==> src/rtl/mem_pkg.sv <==
// Shared definitions for the memory-access stage: funct3 encodings, FSM states
// and the alignment rule used to decide whether a bus request is issued.
package mem_pkg;

  localparam logic [2:0] F3_LB  = 3'b000;
  localparam logic [2:0] F3_LH  = 3'b001;
  localparam logic [2:0] F3_LW  = 3'b010;
  localparam logic [2:0] F3_LBU = 3'b100;
  localparam logic [2:0] F3_LHU = 3'b101;
  localparam logic [2:0] F3_SB  = 3'b000;
  localparam logic [2:0] F3_SH  = 3'b001;
  localparam logic [2:0] F3_SW  = 3'b010;

  typedef enum logic [1:0] {
    IDLE = 2'b00,
    REQ  = 2'b01,
    RESP = 2'b10
  } mem_state_t;

  // funct3[1:0] gives the access size; 11 is treated as a word access.
  function automatic logic is_misaligned(input logic [2:0] funct3, input logic [1:0] addr_lo);
    if (funct3[1:0] == 2'b00)
      return 1'b0;
    else if (funct3[1:0] == 2'b01)
      return addr_lo[0];
    else
      return addr_lo != 2'b00;
  endfunction

endpackage

==> src/rtl/lsu_align.sv <==
// Byte-lane steering for the data bus: store byte enables and data replication,
// plus load byte/halfword extraction with sign or zero extension.
module lsu_align
  import mem_pkg::*;
(
  input  logic [2:0]  funct3,
  input  logic [1:0]  addr_lo,
  input  logic [31:0] store_data,
  input  logic [31:0] load_raw,
  output logic [3:0]  be,
  output logic [31:0] wdata,
  output logic [31:0] load_data
);

  logic [7:0]  load_byte;
  logic [15:0] load_half;

  always_comb begin
    be    = 4'b1111;
    wdata = store_data;
    case (funct3[1:0])
      2'b00: begin
        be    = 4'b0001 << addr_lo;
        wdata = {4{store_data[7:0]}};
      end
      2'b01: begin
        be    = addr_lo[1] ? 4'b1100 : 4'b0011;
        wdata = {2{store_data[15:0]}};
      end
      default: begin
        be    = 4'b1111;
        wdata = store_data;
      end
    endcase
  end

  // Unknown load encodings fall through to a full-word result.
  always_comb begin
    load_byte = load_raw[7:0];
    case (addr_lo)
      2'b00:   load_byte = load_raw[7:0];
      2'b01:   load_byte = load_raw[15:8];
      2'b10:   load_byte = load_raw[23:16];
      default: load_byte = load_raw[31:24];
    endcase
    load_half = addr_lo[1] ? load_raw[31:16] : load_raw[15:0];
    load_data = load_raw;
    case (funct3)
      F3_LB:   load_data = {{24{load_byte[7]}}, load_byte};
      F3_LH:   load_data = {{16{load_half[15]}}, load_half};
      F3_LBU:  load_data = {24'h000000, load_byte};
      F3_LHU:  load_data = {16'h0000, load_half};
      default: load_data = load_raw;
    endcase
  end

endmodule

==> src/rtl/mem_stage.sv <==
// RV32I memory-access stage: accepts from execute, runs the req/gnt/rvalid
// handshake with data memory and registers results into the MEM/WB boundary.
module mem_stage
  import mem_pkg::*;
(
  input  logic        clk,
  input  logic        rst,
  input  logic        valid_i,
  input  logic [31:0] alu_i,
  input  logic [31:0] rs2_i,
  input  logic        mem_rd_i,
  input  logic        mem_wr_i,
  input  logic [2:0]  funct3_i,
  input  logic [4:0]  rd_i,
  input  logic        reg_we_i,
  input  logic [1:0]  wb_sel1_i,
  input  logic [1:0]  wb_sel2_i,
  input  logic [1:0]  pc_sel_i,
  output logic        stall_o,
  output logic        dmem_req_o,
  output logic        dmem_we_o,
  output logic [31:0] dmem_addr_o,
  output logic [3:0]  dmem_be_o,
  output logic [31:0] dmem_wdata_o,
  input  logic        dmem_gnt_i,
  input  logic        dmem_rvalid_i,
  input  logic [31:0] dmem_rdata_i,
  output logic        valid_o,
  output logic [31:0] alu_o,
  output logic [31:0] mem_o,
  output logic [4:0]  rd_o,
  output logic        reg_we_o,
  output logic [1:0]  wb_sel1_o,
  output logic [1:0]  wb_sel2_o,
  output logic [1:0]  pc_sel_o,
  output logic        misalign_o
);

  mem_state_t state, next_state;

  logic [31:0] lat_alu;
  logic [31:0] lat_rs2;
  logic [2:0]  lat_funct3;
  logic        lat_we;
  logic [4:0]  lat_rd;
  logic        lat_reg_we;
  logic [1:0]  lat_wb_sel1;
  logic [1:0]  lat_wb_sel2;
  logic [1:0]  lat_pc_sel;

  logic        accept;
  logic        is_mem;
  logic        misaligned;
  logic        start_bus;
  logic        quick_done;
  logic        store_done;
  logic        load_done;
  logic [3:0]  be;
  logic [31:0] wdata;
  logic [31:0] load_data;

  assign accept     = (state == IDLE) && valid_i;
  assign is_mem     = mem_rd_i | mem_wr_i;
  assign misaligned = is_mem & is_misaligned(funct3_i, alu_i[1:0]);
  assign start_bus  = accept & is_mem & ~misaligned;
  assign quick_done = accept & ~start_bus;
  assign store_done = (state == REQ) && dmem_gnt_i && lat_we;
  assign load_done  = (state == RESP) && dmem_rvalid_i;

  lsu_align u_align (
    .funct3     (lat_funct3),
    .addr_lo    (lat_alu[1:0]),
    .store_data (lat_rs2),
    .load_raw   (dmem_rdata_i),
    .be         (be),
    .wdata      (wdata),
    .load_data  (load_data)
  );

  always_ff @(posedge clk) begin
    if (rst)
      state <= IDLE;
    else
      state <= next_state;
  end

  // Bus outputs are forced to zero outside REQ so idle cycles show a quiet bus.
  always_comb begin
    next_state   = state;
    stall_o      = (state != IDLE);
    dmem_req_o   = 1'b0;
    dmem_we_o    = 1'b0;
    dmem_addr_o  = 32'h0;
    dmem_be_o    = 4'h0;
    dmem_wdata_o = 32'h0;
    case (state)
      IDLE: begin
        if (start_bus)
          next_state = REQ;
      end
      REQ: begin
        dmem_req_o   = 1'b1;
        dmem_we_o    = lat_we;
        dmem_addr_o  = {lat_alu[31:2], 2'b00};
        dmem_be_o    = be;
        dmem_wdata_o = wdata;
        if (dmem_gnt_i)
          next_state = lat_we ? IDLE : RESP;
      end
      RESP: begin
        if (dmem_rvalid_i)
          next_state = IDLE;
      end
      default: next_state = IDLE;
    endcase
  end

  always_ff @(posedge clk) begin
    if (rst) begin
      lat_alu     <= 32'h0;
      lat_rs2     <= 32'h0;
      lat_funct3  <= 3'b000;
      lat_we      <= 1'b0;
      lat_rd      <= 5'd0;
      lat_reg_we  <= 1'b0;
      lat_wb_sel1 <= 2'b00;
      lat_wb_sel2 <= 2'b00;
      lat_pc_sel  <= 2'b00;
    end else if (accept) begin
      lat_alu     <= alu_i;
      lat_rs2     <= rs2_i;
      lat_funct3  <= funct3_i;
      lat_we      <= mem_wr_i;
      lat_rd      <= rd_i;
      lat_reg_we  <= reg_we_i;
      lat_wb_sel1 <= wb_sel1_i;
      lat_wb_sel2 <= wb_sel2_i;
      lat_pc_sel  <= pc_sel_i;
    end
  end

  // Single-cycle ops complete straight from the inputs; bus ops from the latches.
  always_ff @(posedge clk) begin
    if (rst) begin
      valid_o    <= 1'b0;
      alu_o      <= 32'h0;
      mem_o      <= 32'h0;
      rd_o       <= 5'd0;
      reg_we_o   <= 1'b0;
      wb_sel1_o  <= 2'b00;
      wb_sel2_o  <= 2'b00;
      pc_sel_o   <= 2'b00;
      misalign_o <= 1'b0;
    end else begin
      valid_o <= 1'b0;
      if (quick_done) begin
        valid_o    <= 1'b1;
        alu_o      <= alu_i;
        mem_o      <= 32'h0;
        rd_o       <= rd_i;
        reg_we_o   <= reg_we_i & ~misaligned;
        wb_sel1_o  <= wb_sel1_i;
        wb_sel2_o  <= wb_sel2_i;
        pc_sel_o   <= pc_sel_i;
        misalign_o <= misaligned;
      end else if (store_done || load_done) begin
        valid_o    <= 1'b1;
        alu_o      <= lat_alu;
        mem_o      <= load_done ? load_data : 32'h0;
        rd_o       <= lat_rd;
        reg_we_o   <= lat_reg_we;
        wb_sel1_o  <= lat_wb_sel1;
        wb_sel2_o  <= lat_wb_sel2;
        pc_sel_o   <= lat_pc_sel;
        misalign_o <= 1'b0;
      end
    end
  end

endmodule

==> config.mk <==
export PLATFORM = sky130hd
export DESIGN_NAME = mem_stage
export DESIGN_NICKNAME = d
export VERILOG_FILES = /design/src/rtl/mem_pkg.sv /design/src/rtl/lsu_align.sv /design/src/rtl/mem_stage.sv
export SDC_FILE = /design/constraint.sdc
export NUM_CORES = 1
export LEC_CHECK = 0
export ABC_CLOCK_PERIOD_IN_PS = 2100
export CORE_ASPECT_RATIO = 2
export CORE_MARGIN = 5
export CORE_UTILIZATION = 45
export CTS_CLUSTER_DIAMETER = 120
export CTS_CLUSTER_SIZE = 28
export DETAILED_ROUTE_END_ITERATION = 16
export HOLD_SLACK_MARGIN = 0.15
export PLACE_DENSITY = 0.8
export SETUP_SLACK_MARGIN = 0.2
export SLEW_MARGIN = 25
export SYNTH_ARGS = -nofsm -noshare
export SYNTH_HDL_FRONTEND = slang
export SYNTH_SLANG_ARGS = --single-unit
==> constraint.sdc <==
create_clock -name clk -period 2.1 [get_ports clk]
set_input_delay 0.21 -clock clk [delete_from_list [all_inputs] [get_ports clk]]
set_output_delay 0.21 -clock clk [all_outputs]
set_load 0.01 [all_outputs]
# After elaboration in Yosys (flattened, before gate mapping)
# Cells that the tools add are included.
# W data, S select, Z words.
[totals]
regBits = 160
input_bits = 118
out_inout_bits = 149
elab_cells = 90
[op_classes]
eq_ne = 12
n_shift = 1
muxes = 35
n_bitwise = 8
reduce_logical = 15
[op_table]
columns = ["cell", "n"]
rows = [
  ["$mux W32", 5],
  ["$pmux W32 S4", 1],
  ["$pmux W32 S2", 1],
  ["$pmux W8 S3", 1],
  ["$mux W2", 10],
  ["$mux W16", 1],
  ["$mux W1", 10],
  ["$mux W5", 2],
  ["$eq A2 B1 Y1 const B", 4],
  ["$logic_not A2 Y1", 4],
  ["$mux W4", 2],
  ["$pmux W4 S2", 1],
  ["$eq A3 B3 Y1 const B", 2],
  ["$ne A2 B2 Y1 const B", 3],
  ["$pmux W2 S3", 1],
  ["$reduce_bool A2 Y1", 3],
  ["$and A1 B1 Y1", 5],
  ["$eq A2 B2 Y1 const B", 2],
  ["$logic_and A1 B1 Y1", 4],
  ["$shl A1 B2 Y4 const A", 1],
  ["$eq A3 B1 Y1 const B", 1],
  ["$logic_not A3 Y1", 1],
  ["$reduce_and A3 Y1", 1],
  ["$not A1 Y1", 2],
  ["3 further kinds", 3],
]

# Depth between registers and ports, before layout
# Gate-level depths: netlist (run 1).
[depth]
word_depth = 9
mapped_depth = 8
mapped_depth_nobuf = 5

# Hierarchy
# From an unflattened synthesis (run 1), not the netlist that was laid out.
[hier_totals]
cells_unflattened = 966
area_unflattened_um2 = 7556.0
[by_module_without_submodules]
columns = ["module", "instances", "cells_per_inst", "area_each_um2", "seq_area_each_um2"]
rows = [
  ["mem_stage", 1, 783, 6392.4, 3203.1],
  ["lsu_align", 1, 183, 1163.6, 0.0],
]

# Worst setup path before layout (run 1)
# Ideal clock, no wire load.
[synth_path]
path_type = "reg-to-reg"
from = "register lat_alu[1]"
to = "register mem_o[21]"
arrival_ns = 1.512
required_time_ns = 1.981
setup_slack_ns = 0.468
path_stages_with_launch = 6
path_buffers = 1
synth_period_minus_slack_ns = 1.632
cell_sequence = "dfxtp_1 > mux2_2 > or3_1 > o311ai_2 > buf_2 > o2bb2ai_1"
[synth_between]
elab_chain_len = 4
word_cells_on_any_way = 7
cone_classes = "eq/ne (2); mux (4); reduce/logical (1)"
[synth_lines]
columns = ["element", "line_no", "rtl"]
rows = [
  ["from (decl)", "mem_stage.sv:41", "logic [31:0] lat_alu;"],
  ["from (signal assigned)", "mem_stage.sv:130", "lat_alu <= alu_i;"],
  ["$eq A2 B2 Y1, or another cell as far along", "lsu_align.sv:40", "case (addr_lo)"],
  ["$pmux W8 S3", "lsu_align.sv:40", ""],
  ["$pmux W32 S4 (*)", "lsu_align.sv:48", "case (funct3)"],
  ["$mux W32 (*)", "mem_stage.sv:169", "mem_o <= load_done ? load_data : 32'h0;"],
  ["to (signal assigned)", "mem_stage.sv:169", ""],
  ["to (decl)", "mem_stage.sv:30", "output logic [31:0] mem_o,"],
]
# Every way passes the cells marked *; elsewhere a longest branch is shown, timed or not.
# A chain may end at the register's enable or synchronous reset.

# Worst setup path after layout (run 1)
[layout_path]
from = "register lat_funct3[0]"
to = "register mem_o[0]"
[layout_between]
elab_chain_len = 3
word_cells_on_any_way = 6
cone_classes = "eq/ne (3); mux (2); reduce/logical (1)"
[layout_lines]
columns = ["element", "line_no", "rtl"]
rows = [
  ["from (decl)", "mem_stage.sv:43", "logic [2:0] lat_funct3;"],
  ["from (signal assigned)", "mem_stage.sv:132", "lat_funct3 <= funct3_i;"],
  ["$eq A3 B3 Y1, or another cell as far along", "lsu_align.sv:48", ""],
  ["$pmux W32 S4 (*)", "lsu_align.sv:48", ""],
  ["$mux W32 (*)", "mem_stage.sv:169", ""],
]
# Marked as above.

==> impl.org, run 1 <==
** Logic synthesis
- The synthesized design contains 160 register bits.
- The commonest cells after synthesis are 240 x sky130_fd_sc_hd__nand2_1, 160 x sky130_fd_sc_hd__dfxtp_1, 139 x sky130_fd_sc_hd__a21oi_1.
- Count leader, synth :: sky130_fd_sc_hd__nand2_1
- Number of distinct library cells after synthesis :: between 40 and 50
- Leading post-synthesis cells by cell area :: sky130_fd_sc_hd__dfxtp_1 43%, sky130_fd_sc_hd__nand2_1 12%, sky130_fd_sc_hd__a21oi_1 9.4%, sky130_fd_sc_hd__a311oi_2 6.3%, sky130_fd_sc_hd__nor2_1 3.6%
- Mean area per synthesized cell :: around 8.0 µm²
- After synthesis, the share of flip-flops with an asynchronous set or reset is 0%.
- During synthesis, Yosys emitted a total of 0 warnings.
- In this run, synthesis inferred 0 flip-flops with an integrated enable.
- Sequential share of the synthesized area :: 43.13%
- Area share of the largest cell type after synthesis :: a little over two fifths
- Summing every instance area after synthesis gives 0.007426 mm².
- The cell count after synthesis came out at 932.
- Main flop type after synthesis :: sky130_fd_sc_hd__dfxtp_1
- The synthesized design spends more area on one cell type than any other, namely sky130_fd_sc_hd__dfxtp_1.

** Floorplan
- The initialized floorplan defines between 60 and 70 standard-cell rows.
- Core Region :: 0.01627 mm²
- During I/O placement, the number of pins put on the boundary was roughly 270.
- Measured along the y axis, the die boundary spans 191.7 µm.
- Once the floorplan was initialized, standard cells occupied 45.65% of the core.
- Die width :: ~100 µm
- The floorplan step defined a die boundary enclosing 0.01933 mm².

** Run status
- Outcome :: finished, final reports clean

** Worst setup path
- The worst setup path is launched from a flip-flop.
- Worst Reg2Reg Path Length in Cells :: 7
- Start of the worst register-to-register path :: lat_funct3[0]
- Of all nets on the critical path, the largest fanout is 14.
- In this design, the stage delay of the slowest critical-path cell is between 0.3 and 0.4 ns.
- The worst register-to-register path ends at mem_o[0].
- For the worst setup path, the data arrival time is 2.19 ns.
- The worst setup path is captured at a flip-flop.
- For flop-to-flop paths, the worst setup slack is 0.21 ns.
- At the worst endpoint, the required time is around 2.4 ns.
- Walking the worst path, the cells encountered are buf_12, buf_4, bufbuf_16, and3b_1, a211o_1, a21oi_1, o2bb2ai_1.
- Slowest cell on crit path :: sky130_fd_sc_hd__dfxtp_4
- The critical path is of the flip-flop to flip-flop type.

** Global routing
- Gr ovfl total :: 0
- Tot GR Track Use :: a little over a quarter
- Entering global routing, the biggest net connects between 50 and 60 pins.
- Vias in the first global route :: just under 8000
- The initial antenna violation count came to 2.
- The first global-routing pass estimated 41240 µm of wire.

** Detailed routing
- For this block, the via count after detailed routing is 7766.
- In the routed layout, each cell is associated on average with a via count of 5.543.
- Remaining DRCs :: 0
- DR pass1 iterations :: 5
- For this block, the routed nets add up to ~27000 µm of wire.
- The count of nets left with antenna violations once routing finished came out at 0.
- The detailed router finished its first iteration with 352 violations.
- Average wire per standard cell :: 18.93 µm

** Power
- The worst-case IR drop observed on VDD is 0.0005851 V.
- For this design the static power due to leakage is 4.314 nW.
- Total power for the finished layout comes to 8.075 mW.
- Pwr/cell area :: slightly above 700 mW/mm²

** Clock network
- The number of clock buffers added by TritonCTS is 17.
- Clock tree synthesis selected as its root buffer the cell sky130_fd_sc_hd__clkbuf_16.
- In this run the deepest clock path goes through 2 buffers.
- Reg clk slew, reported paths :: 0.06 ns
- The H-tree was split into 4 levels.
- Clock tree synthesis found a total of 160 sinks.
- Clock latency reported for the late side of the worst-skew pair :: 0.43 ns
- TritonCTS built the clock tree.

** STA
- On the final layout, the worst hold slack is 0.2189 ns.
- The count of pins over their slew limit is 0.
- Max Clock Freq :: 529.3 MHz
- Setup repair after global routing could not meet its margin everywhere.
- After layout, the minimum clock period comes to 1.889 ns.
- For the final database, setup skew stands at 0.008406 ns.
- Portion of the clock cycle consumed by the worst path in the final layout :: 89.97%
- Number of endpoints with negative hold slack in the final report :: 0
- Measured against its own limit, the worst slew margin works out to between 20% and 30%.
- Final setup violation count :: 0
- At the pin with the least slew margin, the transition time is 1.101 ns.

** Worst hold path
- The worst hold path terminates at lat_alu[1].
- The worst hold path begins at rst.
- The worst hold path was traced through 2 stages.
- Worst min-delay path class :: input pin to flip-flop

** Finish
- Growth of design area from synthesis to finish :: 50.31%
- Final #Nets :: 1301
- Share of layout cells above drive strength 1 :: 13.80%

** Placement
- Count of buffers inserted at the top-level ports :: 264
- Detailed placement finished with a half-perimeter wire length of roughly 18000 µm.
- Placer Congestion :: 0.8898

** Run
- Across the run, the number of max-cap violations was 0.
-- power breakdown --
part	total, mW	leakage (nW)	switching (mW)	internal (mW)
clock	3.20	0.281	1.28	1.92
combinational	1.53	2.72	0.774	0.755
sequential	3.35	1.32	0.129	3.22
total	8.07	4.31	2.19	5.89
-- what timing repair did --
action | CTS | global route
gates cloned | 4 | 0
endpoints found under the setup margin | 86 | 26
resized for setup | 145 | 29
buffers inserted | 11 | 3
hold buffers | 0 | 0
pin swaps | 1 | 5
-- per-layer routing --
layer / routed length [µm] / GRT usage, %
met5: 11 / 0
met2: 14090 / 47.66
met1: 9198 / 29.42
met3: 1846 / 5.634
met4: 1369 / 15.57
-- registers in the layout, indices dropped and copies added, names as in the netlist, 2 cells and up --
| name | count |
|---|---|
| lat_rs2 | 32 |
| lat_wb_sel1 | 2 |
| lat_funct3 | 3 |
| mem_o | 32 |
| alu_o | 32 |
| rd_o | 5 |
| lat_wb_sel2 | 2 |
| state | 2 |
| pc_sel_o | 2 |
| wb_sel1_o | 2 |
| lat_rd | 5 |
| lat_pc_sel | 2 |
| lat_alu | 32 |
| wb_sel2_o | 2 |
-- through the flow --
| stage | utilization [%] | area, µm² | setup WS (ns) | instances | TNS, ns |
|---|---|---|---|---|---|
| after floorplan | - | 7430 | 0.4685 | 933 | 0 |
| after global placement | 63.29 | 10300 | -0.02421 | 1350 | -0.2216 |
| after detailed placement | 63.29 | 10300 | -0.08466 | 1350 | -0.9241 |
| after CTS | 68.41 | 11130 | 0.02019 | 1397 | 0 |
| after global routing | 68.61 | 11160 | 0.1616 | 1401 | 0 |
| final | 68.61 | 11160 | 0.2105 | 1401 | 0 |
-- cells by family after synthesis --
family | count (synthesis) | share of synthesized area [%]
and+or+nand+nor | 399 | 23.32
AOI/OAI and AO/OA | 257 | 24.77
DFF | 160 | 43.13
buffers and inverters | 96 | 5.965
muxes | 19 | 2.763
other | 1 | 0.05050
-- placed cells by master (no fill, tap or decap), drive strengths merged, types with 2 or more instances in the layout --
master         synthesis  routed
nand2                240     240
clkdlybuf4s50          0     195
dfxtp                160     160
a21oi                140     140
nor2                  71      71
buf                   34      65
dlygate4sd2            0      42
and2                  38      38
a311oi                31      31
o2bb2ai               30      30
clkbuf                50      24
nand3                 20      20
o21ai                 18      18
mux2i                 16      16
inv                   12      14
a22oi                 13      13
nand3b                 8       8
and3b                  8       8
clkdlybuf4s15          0       8
a221oi                 7       7
a211o                  7       7
clkinvlp               0       5
nand2b                 4       4
a211oi                 3       3
bufinv                 0       3
a31oi                  3       3
mux2                   2       2
conb                   1       2
bufbuf                 0       2
or2                    2       2
nor3                   2       2
nor3b                  2       2
-- how the worst max path moves through the flow --
stage                           startpoint          endpoint  slack, ns  cells after the start
after floorplan                 lat_alu[1]         mem_o[21]       0.47                      5
after global routing         lat_funct3[0]  dmem_wdata_o[28]       0.16                      7
after CTS                    lat_funct3[0]  dmem_wdata_o[15]       0.02                      6
after detailed placement  dmem_rdata_i[23]         mem_o[16]      -0.08                      4
final                        lat_funct3[0]          mem_o[0]       0.21                      7
after global placement    dmem_rdata_i[23]         mem_o[22]      -0.02                      4
-- worst max-delay path, delay by kind of cell, from the launching register on --
kind	cells	cell delay (ns)
AO/OA/AOI/OAI	3	0.74
buffers and inverters	3	0.47
AND/OR/NAND/NOR	1	0.19
flip-flops	1	0.37
-- cell type report --
class / count / area, µm²
antenna: 1 / 2.502
clock buffer: 21 / 450.4
clock inverter: 11 / 155.1
fill: 1330 / 5106
inverter: 12 / 53.80
multi-input combinational: 677 / 3895
sequential: 160 / 3221
tap: 204 / 255.2
timing repair buffer: 315 / 3129
Power figures use the tool's default switching activity.
==> run 2: changes to the inputs <==
CORE_MARGIN = not set   (was 5)
GPL_TIMING_DRIVEN = 0   (was not set)
SKIP_LAST_GASP = 1   (was not set)
==> run 2 against run 1 <==
Effect of this change:
- clock skew rose by 0.0020 ns
- highest routed layer is now met4
- worst setup slack worse by 0.093 ns
- flip-flop and latch count unchanged
- critical path depth increased by 1
- clock power is 4% higher
- cell count grew 4.8%
- register-to-register slack gained 0.03 ns
- via count rose by 8.5%
- fmax is 4.7% lower
- global-route usage grew 8.3 points
- the flow now finishes with violations (DRC)
- sequential power about the same
==> impl.org, run 2 (synthesis gave the netlist of run 1 again) <==
** STA
- Setup repair after global routing could not meet its margin everywhere.
- For the pin with the worst max-slew slack, the measured transition is 0.8912 ns.
- For the finished layout, the period the worst path requires is 1.982 ns.
- The count of pins over their slew limit is 0.
- Adding up every negative setup slack in the final design gives 0 ns.
- Between clock sinks in the finished design, the worst skew comes to 0.01040 ns.
- The number of hold-slack violations in the final timing report came to 0.
- Rel. slew slack :: around 40%
- Portion of the clock cycle consumed by the worst path in the final layout :: 94.40%
- Max Clock Freq :: 504.5 MHz
- Setup slack after layout :: ~0.12 ns
- Final setup violation count :: 0

** Finish
- Final #Nets :: between 1000 and 1500
- The post-route netlist has around a fifth of its cells at a drive strength greater than 1.
- Compared with the post-synthesis result, the final layout area differs by 57.37%.
- Design Area, Final :: about 0.012 mm²
- Diodes inserted :: 0
- Most common cell after layout, fill and taps aside :: sky130_fd_sc_hd__nand2_1
- Leading cell types in the layout, fill and taps excluded :: 231 x sky130_fd_sc_hd__nand2_1, 194 x sky130_fd_sc_hd__clkdlybuf4s50_1, 155 x sky130_fd_sc_hd__dfxtp_1

** Floorplan
- In this run the count of I/O pins placed on the die edge is 267.
- From left edge to right edge, the die measures 92.84 µm.
- The floorplan step defined a die boundary enclosing 0.01705 mm².
- Once the floorplan was initialized, standard cells occupied 45.88% of the core.
- DIE HEIGHT :: 183.7 µm
- Number of placement rows :: 66
- Core Region :: 0.01619 mm²

** Worst setup path
- The critical path starts at lat_funct3[0].
- Minimum setup slack among reg-to-reg paths :: between 0.2 and 0.25 ns
- STA classifies the critical path endpoint as a primary output.
- Start of the worst register-to-register path :: state[1]
- Arr. time, crit path :: about 1.8 ns
- Critical path peak fanout :: 7
- Following the worst setup path forward leads to its endpoint at dmem_wdata_o[29].
- Startpoint-to-endpoint class of the critical path :: flip-flop to primary output
- Number of buffers and inverters on the critical path :: 4
- The worst setup path is launched from a flip-flop.
- Largest stage delay on the critical path :: 0.34 ns
- For the worst flop-to-flop path, the logic depth is 7.
- Depth of the critical timing path with buffers and inverters included :: 8
- Ordered cell list for the critical path :: buf_6, buf_12, buf_12, mux2i_1, nor2_1, a21oi_1, nor2_1, buf_2
- CP delay by family, top :: buffers and inverters
- In this run the critical register-to-register path is captured at rd_o[2].
- Slowest cell on crit path :: sky130_fd_sc_hd__dfxtp_2
- STA puts the critical path data required time at 1.89 ns.

** Power
- VDD sags by at most 0.0005997 V.
- For this design the static power due to leakage is 4.476 nW.
- After layout, the design draws a total of 8.424 mW.
- In this run the power density over the cells is 720.8 mW/mm².

** Detailed routing
- Remaining DRCs :: 1
- Average via count per standard cell :: 5.741
- Starting DRT DRC Count :: 475
- The first TritonRoute pass finished after 12 iterations.
- Across all layers, the routed design uses approximately 8400 vias.
- After detailed routing, the wire length on met1 is between 10000 and 15000 µm.
- Wires add up to 30910 µm.
- The count of nets left with antenna violations once routing finished came out at 0.
- Routed wl met3 :: approximately 2200 µm
- After detailed routing, the average wire length per cell comes to between 20 and 25 µm.
- The routed design uses 16680 µm of met2 wire.
- The highest layer touched by signal routing is met4.

** Placement
- The placed instances occupy a cell area of 0.01032 mm².
- Routability-driven placement finished with a final weighted congestion of 0.9611.
- Detailed placer's ending HPWL :: 21900 µm
- Count of buffers inserted at the top-level ports :: 263
- Worst slack after detailed placement :: -0.3443 ns

** Worst hold path
- The tightest min-delay check is of the input pin to flip-flop type.
- The worst hold path begins at rs2_i[22].

** Run status
- Violated checks :: DRC
- Outcome :: finished, violations left

** Clock network
- Clk buf depth :: 2
- Hold repair after CTS inserted 0 buffers.
- Clock latency reported for the late side of the worst-skew pair :: around 0.44 ns
- Reg clk slew, reported paths :: 0.07 ns
- H-Tree Level Count :: 4
- Library cell used as clock root buffer :: sky130_fd_sc_hd__clkbuf_16
- CTS tree :: done
- Clock tree synthesis inserted a total of 17 buffers.
- CTS saw 160 sinks.

** Global routing
- Number of antenna violations at the first check in global routing :: 0
- Largest net degree at the start of global routing :: 17
- The number of global-route vias before repair is 8449.
- Gr ovfl total :: 0
- Tot GR Track Use :: 35.39%
- The first global-routing pass estimated 45580 µm of wire.

** Run
- The tool flagged a number of max-cap violations equal to 0.
==> run 2: repair_timing <==
item	CTS	global route
gates cloned	1	3
setup endpoints to repair	125	106
pin swaps	13	19
buffers inserted	21	12
resized for setup	268	105
==> run 2: cell type report <==
class | count | area, µm²
sequential | 160 | 3212
timing repair buffer | 299 | 2819
multi-input combinational | 678 | 4043
tap | 204 | 255.2
inverter | 12 | 53.80
clock buffer | 17 | 425.4
buffer | 83 | 680.7
clock inverter | 15 | 197.7
fill | 1265 | 4499
==> run 2: worst min-delay path by stage <==
| stage | end | depth (start not counted) |
|---|---|---|
| 2_1_floorplan | lat_reg_we | 2 |
| 3_3_place_gp | lat_reg_we | 2 |
| 3_5_place_dp | mem_o[27] | 1 |
| 4_1_cts | lat_rs2[12] | 3 |
| 5_1_grt | lat_rs2[21] | 3 |
| 6_report | lat_rs2[22] | 3 |
==> run 2: worst reg2reg max path: cells and delay by family, from the launching register on <==
kind                   cells  cell delay [ns]
buffers and inverters      4             0.56
AO/OA/AOI/OAI              2             0.48
AND/OR/NAND/NOR            1             0.40
flip-flops                 1             0.32
==> run 2: per-stage QoR <==
step	util [%]	hold slack, ns	std cells
floorplan	-	0.3460	933
global placement	63.74	0.4397	1400
detailed placement	63.74	0.4457	1400
CTS	70.52	0.3150	1453
global route	72.20	0.3293	1468
finish	72.20	0.3174	1468
==> run 2: power breakdown <==
| part | total, mW | switching, mW | internal (mW) | leakage (nW) |
|---|---|---|---|---|
| logic | 1.73 | 0.903 | 0.831 | 2.86 |
| clock network | 3.33 | 1.41 | 1.91 | 0.300 |
| registers | 3.36 | 0.143 | 3.22 | 1.31 |
==> run 2: routing by layer <==
metal / vias up / track usage (%)
met5: - / 0
met3: 126 / 9.016
met2: 497 / 64.94
li1: 3838 / -
met4: 0 / 24.49
met1: 3967 / 33.45
